File: src/rtl/mult_pkg.sv
// Shared types and defaults for the multiplier arbiter and its helpers.
package mult_pkg;

  typedef enum logic [1:0] {
    IDLE    = 2'd0,
    GRANT   = 2'd1,
    BUSY    = 2'd2,
    RELEASE = 2'd3
  } mult_arb_state_e;

  localparam int DEFAULT_TIMEOUT_CYCLES = 255;

endpackage

File: src/rtl/rr_pick.sv
// Combinational round-robin search: first set bit of req at or above ptr, wrapping.
module rr_pick #(
  parameter int N = 6,
  parameter int W = (N > 1) ? $clog2(N) : 1
) (
  input  logic [N-1:0] req,
  input  logic [W-1:0] ptr,
  output logic         found,
  output logic [W-1:0] idx
);

  always_comb begin
    int c;
    c     = 0;
    found = 1'b0;
    idx   = '0;
    for (int i = 0; i < N; i++) begin
      c = int'(ptr) + i;
      if (c >= N) c = c - N;
      if (!found && req[c]) begin
        found = 1'b1;
        idx   = W'(c);
      end
    end
  end

endmodule

File: src/rtl/mult_arbiter.sv
// Round-robin arbiter/sequencer for the shared multiplier.
// Optional watchdog: define MULT_ARB_TIMEOUT_EN to abort stalled BUSY phases.
//
// state   | meaning
// IDLE    | arbitrate among pending requests
// GRANT   | one-cycle start pulse to the chosen port
// BUSY    | wait for multiplier done (or watchdog expiry)
// RELEASE | completion pulse to owner, rotate pointer
module mult_arbiter
  import mult_pkg::*;
#(
  parameter int NUM_PORTS      = 6,
  parameter int SEL_WIDTH      = (NUM_PORTS > 1) ? $clog2(NUM_PORTS) : 1,
  parameter int DataWidth      = 8,
  parameter int TIMEOUT_CYCLES = DEFAULT_TIMEOUT_CYCLES
) (
  input  logic                   clk_i,
  input  logic                   rst_ni,
  input  logic [NUM_PORTS-1:0]   req_i,
  output logic [NUM_PORTS-1:0]   grant_o,
  output logic [NUM_PORTS-1:0]   done_o,
  output logic [2*DataWidth-1:0] result_o,
  output logic [SEL_WIDTH-1:0]   select_o,
  output logic                   active_o,
  output logic [NUM_PORTS-1:0]   start_o,
  input  logic [2*DataWidth-1:0] result_i,
  input  logic                   done_i,
  output logic                   err_o
);

  mult_arb_state_e         state_q;
  logic [SEL_WIDTH-1:0]    ptr_q;
  logic [SEL_WIDTH-1:0]    sel_q;
  logic [2*DataWidth-1:0]  result_q;
  logic                    pick_found;
  logic [SEL_WIDTH-1:0]    pick_idx;
  logic [NUM_PORTS-1:0]    sel_onehot;
  logic [SEL_WIDTH-1:0]    ptr_next;

  rr_pick #(.N(NUM_PORTS), .W(SEL_WIDTH)) u_pick (
    .req   (req_i),
    .ptr   (ptr_q),
    .found (pick_found),
    .idx   (pick_idx)
  );

  assign ptr_next = (sel_q == SEL_WIDTH'(NUM_PORTS - 1)) ? '0 : sel_q + SEL_WIDTH'(1);

`ifdef MULT_ARB_TIMEOUT_EN
  localparam int CntW = (TIMEOUT_CYCLES > 255) ? $clog2(TIMEOUT_CYCLES + 1) : 8;
  logic [CntW-1:0] cnt_q;
  logic            err_q;
`endif

  always_ff @(posedge clk_i or negedge rst_ni) begin
    if (!rst_ni) begin
      state_q  <= IDLE;
      ptr_q    <= '0;
      sel_q    <= '0;
      result_q <= '0;
`ifdef MULT_ARB_TIMEOUT_EN
      cnt_q    <= '0;
      err_q    <= 1'b0;
`endif
    end else begin
      case (state_q)
        IDLE: begin
          if (pick_found) begin
            sel_q   <= pick_idx;
            state_q <= GRANT;
          end
        end
        GRANT: begin
          state_q <= BUSY;
`ifdef MULT_ARB_TIMEOUT_EN
          cnt_q   <= '0;
`endif
        end
        BUSY: begin
          // done_i takes priority over a simultaneous watchdog expiry
          if (done_i) begin
            result_q <= result_i;
            state_q  <= RELEASE;
          end
`ifdef MULT_ARB_TIMEOUT_EN
          else if (cnt_q == CntW'(TIMEOUT_CYCLES - 1)) begin
            err_q   <= 1'b1;
            state_q <= RELEASE;
          end else begin
            cnt_q <= cnt_q + CntW'(1);
          end
`endif
        end
        RELEASE: begin
          ptr_q   <= ptr_next;
          state_q <= IDLE;
`ifdef MULT_ARB_TIMEOUT_EN
          err_q   <= 1'b0;
`endif
        end
        default: state_q <= IDLE;
      endcase
    end
  end

  assign sel_onehot = NUM_PORTS'(1) << sel_q;
  assign active_o   = (state_q == GRANT) || (state_q == BUSY);
  assign grant_o    = active_o ? sel_onehot : '0;
  assign start_o    = (state_q == GRANT) ? sel_onehot : '0;
  assign done_o     = (state_q == RELEASE) ? sel_onehot : '0;
  assign select_o   = sel_q;
  assign result_o   = result_q;

`ifdef MULT_ARB_TIMEOUT_EN
  assign err_o = err_q;
`else
  assign err_o = 1'b0;
`endif

endmodule

File: config.mk
export PLATFORM = sky130hd
export DESIGN_NAME = mult_arbiter
export DESIGN_NICKNAME = d
export VERILOG_FILES = /design/src/rtl/mult_pkg.sv /design/src/rtl/rr_pick.sv /design/src/rtl/mult_arbiter.sv
export SDC_FILE = /design/constraint.sdc
export NUM_CORES = 1
export LEC_CHECK = 0
export ABC_AREA = 1
export CAP_MARGIN = 20
export CORE_UTILIZATION = 35
export CTS_CLUSTER_SIZE = 12
export DETAILED_ROUTE_END_ITERATION = 8
export GPL_ROUTABILITY_DRIVEN = 0
export PLACE_DENSITY_LB_ADDON = 0.2
export SLEW_MARGIN = 0
export SYNTH_ARGS = -nofsm -noshare
export SYNTH_HDL_FRONTEND = slang
export SYNTH_SLANG_ARGS = --single-unit
File: constraint.sdc
create_clock -name clk_i -period 2.2 [get_ports clk_i]
set_input_delay 0.44 -clock clk_i [delete_from_list [all_inputs] [get_ports clk_i]]
set_output_delay 0.44 -clock clk_i [all_outputs]
set_load 0.02 [all_outputs]
==> impl_metrics.env <==
export IMPL_status="finished, final reports clean"
export IMPL_fmaxAchievable_mhz=456
export IMPL_grtUsageMet2_pct=33.6
export IMPL_syn_num_nets=310
export IMPL_cts_tree="built"
export IMPL_antenna_diode_count=0
export IMPL_synth_top_family_by_area="simple AND/OR/NAND/NOR gates"
export IMPL_ys_seq_elements=24
export IMPL_synth_area_um2=2020
export IMPL_hold_class="in -> async"
export IMPL_ant_nets=0
export IMPL_worstSetupPathType="reg -> reg"
export IMPL_critPathLaunchType="flop"
export IMPL_fillCellCount=496
export IMPL_cpPeakStageDelay_ns=0.46
export IMPL_crit_path_start="ptr_q[1]$_DFFE_PN0P_"
export IMPL_dr_pass1_iters=4
export IMPL_endpoint_kind="flop"
export IMPL_dp_slack_ns=-0.198
export IMPL_die_h_um=78.0
export IMPL_htreeDepth=1
export IMPL_viasPerCell=4.67
export IMPL_crit_path_max_fanout=4
export IMPL_critPathBufInv=2
export IMPL_crit_required_ns=2.37
export IMPL_dp_hpwl_um=4060
export IMPL_finalHoldViolCount=0
export IMPL_drc=0
export IMPL_num_vias=2079
export IMPL_period_share_pct=99.6
export IMPL_rsz0062_at_grt="true"
export IMPL_grt_start_max_net_pins=25
export IMPL_crit_family="simple AND/OR/NAND/NOR gates"
export IMPL_finalCriticalPeriod_ns=2.19
export IMPL_clockBufferDepth=2
export IMPL_drv_cap=0
export IMPL_grt_pass1_wl_um=9130
export IMPL_dpl_instance_area_um2=2900
export IMPL_grt_ovfl_total=0
export IMPL_gr_usage_met1_pct=22.2
export IMPL_cts_root_buf="clkbuf_8"
export IMPL_coreArea_um2=5540
export IMPL_setup_viol=0
export IMPL_avgSynthCellArea_um2=7.52
export IMPL_fp_dieW_um=78.0
export IMPL_layout_commonest_cell="nand2_1"
export IMPL_clkSinkCount=24
export IMPL_grt_busiest_layer="met2"
export IMPL_synth_xor_area_share_pct=0.804
export IMPL_yosys_area_share_adder_pct=9.89
export IMPL_area_growth_pct=65.6
export IMPL_synth_distinct_cells=33
export IMPL_cp_slowest_cell="dfrtp_2"
export IMPL_synth_simple_area_share_pct=33.5
export IMPL_nets=415
export IMPL_drt_wl_total_um=5640
export IMPL_yosys_warnings=0
export IMPL_muxShareOfSynthArea_pct=9.40
export IMPL_std_cell_rows=27
export IMPL_final_cell_mix="nand2_1 (51), clkdlybuf4s50_1 (43), buf_4 (35)"
export IMPL_io_pins=64
export IMPL_clock_latency_ns=0.27
export IMPL_grt_antenna_before_repair=0
export IMPL_final_area_um2=3350
export IMPL_ys_seq_area_share_pct=29.7
export IMPL_crit_chain="buf_6 > ha_4 > a21oi_4 > nand2_2 > nand2_4 > nand2_4 > nand2_4 > nand2_4 > nand3_4 > nand4_4 > nor2_4 > buf_6 > o21ai_2 > nand2_1 > nand2_1 > nand2_1 > nand2_1"
export IMPL_numPortBuffers=62
export IMPL_clk_pin_slew_worst_paths_ns=0.09
export IMPL_drive_gt1_share_pct=37.3
export IMPL_drt_iter0_markers=75
export IMPL_synth_cells=269
export IMPL_slew_viol_final=0
export IMPL_use_met3_pct=3.95
export IMPL_setup_ws_ns=0.00772
export IMPL_initial_utilization_pct=36.5
export IMPL_routedWlPerCell_um=12.7
export IMPL_cts_buffers=3
export IMPL_worstPathArrival_ns=2.36
export IMPL_synth_compound_area_share_pct=7.11
export IMPL_skew_ns=0.00445
export IMPL_grt_total_usage_pct=18.7
export IMPL_dieArea_um2=6090
export IMPL_r2r_start="ptr_q[1]$_DFFE_PN0P_"
export IMPL_grt_pass1_vias=2067
==> flip-flops by register name, summed over array words and instances (netlist names) <==
signal    cells
select_o      3
state_q       2
result_o     16
ptr_q         3
==> synthesized netlist by cell type <==
cell | n | area share, %
or2_2 | 2 | 0.62
buf_6 | 1 | 0.56
buf_4 | 1 | 0.37
nand2_1 | 62 | 12
a21oi_2 | 2 | 0.87
conb_1 | 1 | 0.19
o211ai_1 | 1 | 0.37
o21a_1 | 1 | 0.37
o21ai_0 | 6 | 1.5
nand3_1 | 24 | 5.9
or2_1 | 2 | 0.62
a22oi_1 | 1 | 0.37
nor2_1 | 28 | 5.2
inv_1 | 37 | 6.9
bufinv_8 | 1 | 0.87
mux2_2 | 16 | 8.9
nand4_4 | 1 | 1.1
nand4_1 | 2 | 0.62
nor2_4 | 1 | 0.56
nor3_1 | 5 | 1.2
a32oi_1 | 1 | 0.43
o21ai_4 | 1 | 0.80
ha_1 | 16 | 9.9
mux2i_1 | 1 | 0.49
nand3_2 | 5 | 2.5
o21ai_1 | 5 | 1.2
a21oi_1 | 3 | 0.74
inv_2 | 2 | 0.37
xnor2_2 | 1 | 0.80
clkbuf_1 | 2 | 0.37
dfrtp_1 | 24 | 30
o21ai_2 | 1 | 0.43
nand2_2 | 12 | 3.7
==> worst paths after layout <==
kind / to / slack (ns) / cells past startpoint
worst max-delay path: select_o[0]$_DFFE_PN0P_ / 0.008 / 17
worst min-delay path: result_o[5]$_DFFE_PN0P_ / 0.51 / 2
worst max register to register: select_o[0]$_DFFE_PN0P_ / 0.008 / 17
worst min register to register: result_o[0]$_DFFE_PN0P_ / 0.51 / 1
max in group asynchronous: ptr_q[0]$_DFFE_PN0P_ / 1.42 / 2
min in group clk_i: result_o[0]$_DFFE_PN0P_ / 0.51 / 1
==> what timing repair did <==
item                       in CTS  in global routing
setup buffers                   2                 15
hold buffers                    0                  0
resized for setup              23                 70
setup endpoints to repair      23                 14
pin swaps                       7                 31
cloned                          0                  0
==> layer usage <==
metal / share of wire [%] / routed length, um
met4: 0.94 / 53
met3: 6.0 / 339
met5: 0 / 0
met1: 43 / 2440
met2: 50 / 2810
==> layout make-up <==
cell class | count | area (um^2) | share of cell area [%]
Tap cell | 72 | 90.1 | 2.69
Inverter | 40 | 160 | 4.78
Multi-Input combinational cell | 201 | 1480 | 44.2
Sequential cell | 24 | 604 | 18.0
Timing Repair Buffer | 104 | 945 | 28.2
Clock buffer | 3 | 41.3 | 1.23
Clock inverter | 1 | 30.0 | 0.896
==> logic make-up (layout without fill, tap and decap cells) <==
logic type                 after synthesis  count (layout)
DFF                                     24              24
AOI/OAI and AO/OA                       22              22
buffers and inverters                   44             148
adders and majority gates               16              16
other                                    1               1
muxes                                   17              17
xor gates and xnor gates                 1               1
and+or+nand+nor                        144             144
==> stage by stage <==
stage	hold WS (ns)	utilization, %	TNS [ns]	std cells
floorplan	0.144	-	0	269
global placement	0.487	52.4	-0.709	424
detailed placement	0.495	52.4	-0.919	424
CTS	0.517	54.1	0	430
global route	0.535	60.5	-0.513	445
finish	0.511	60.5	0	445
Power is left out: the tool's default activity adds up to more than one toggle a clock period on the data nets, which glitch-free logic cannot reach.
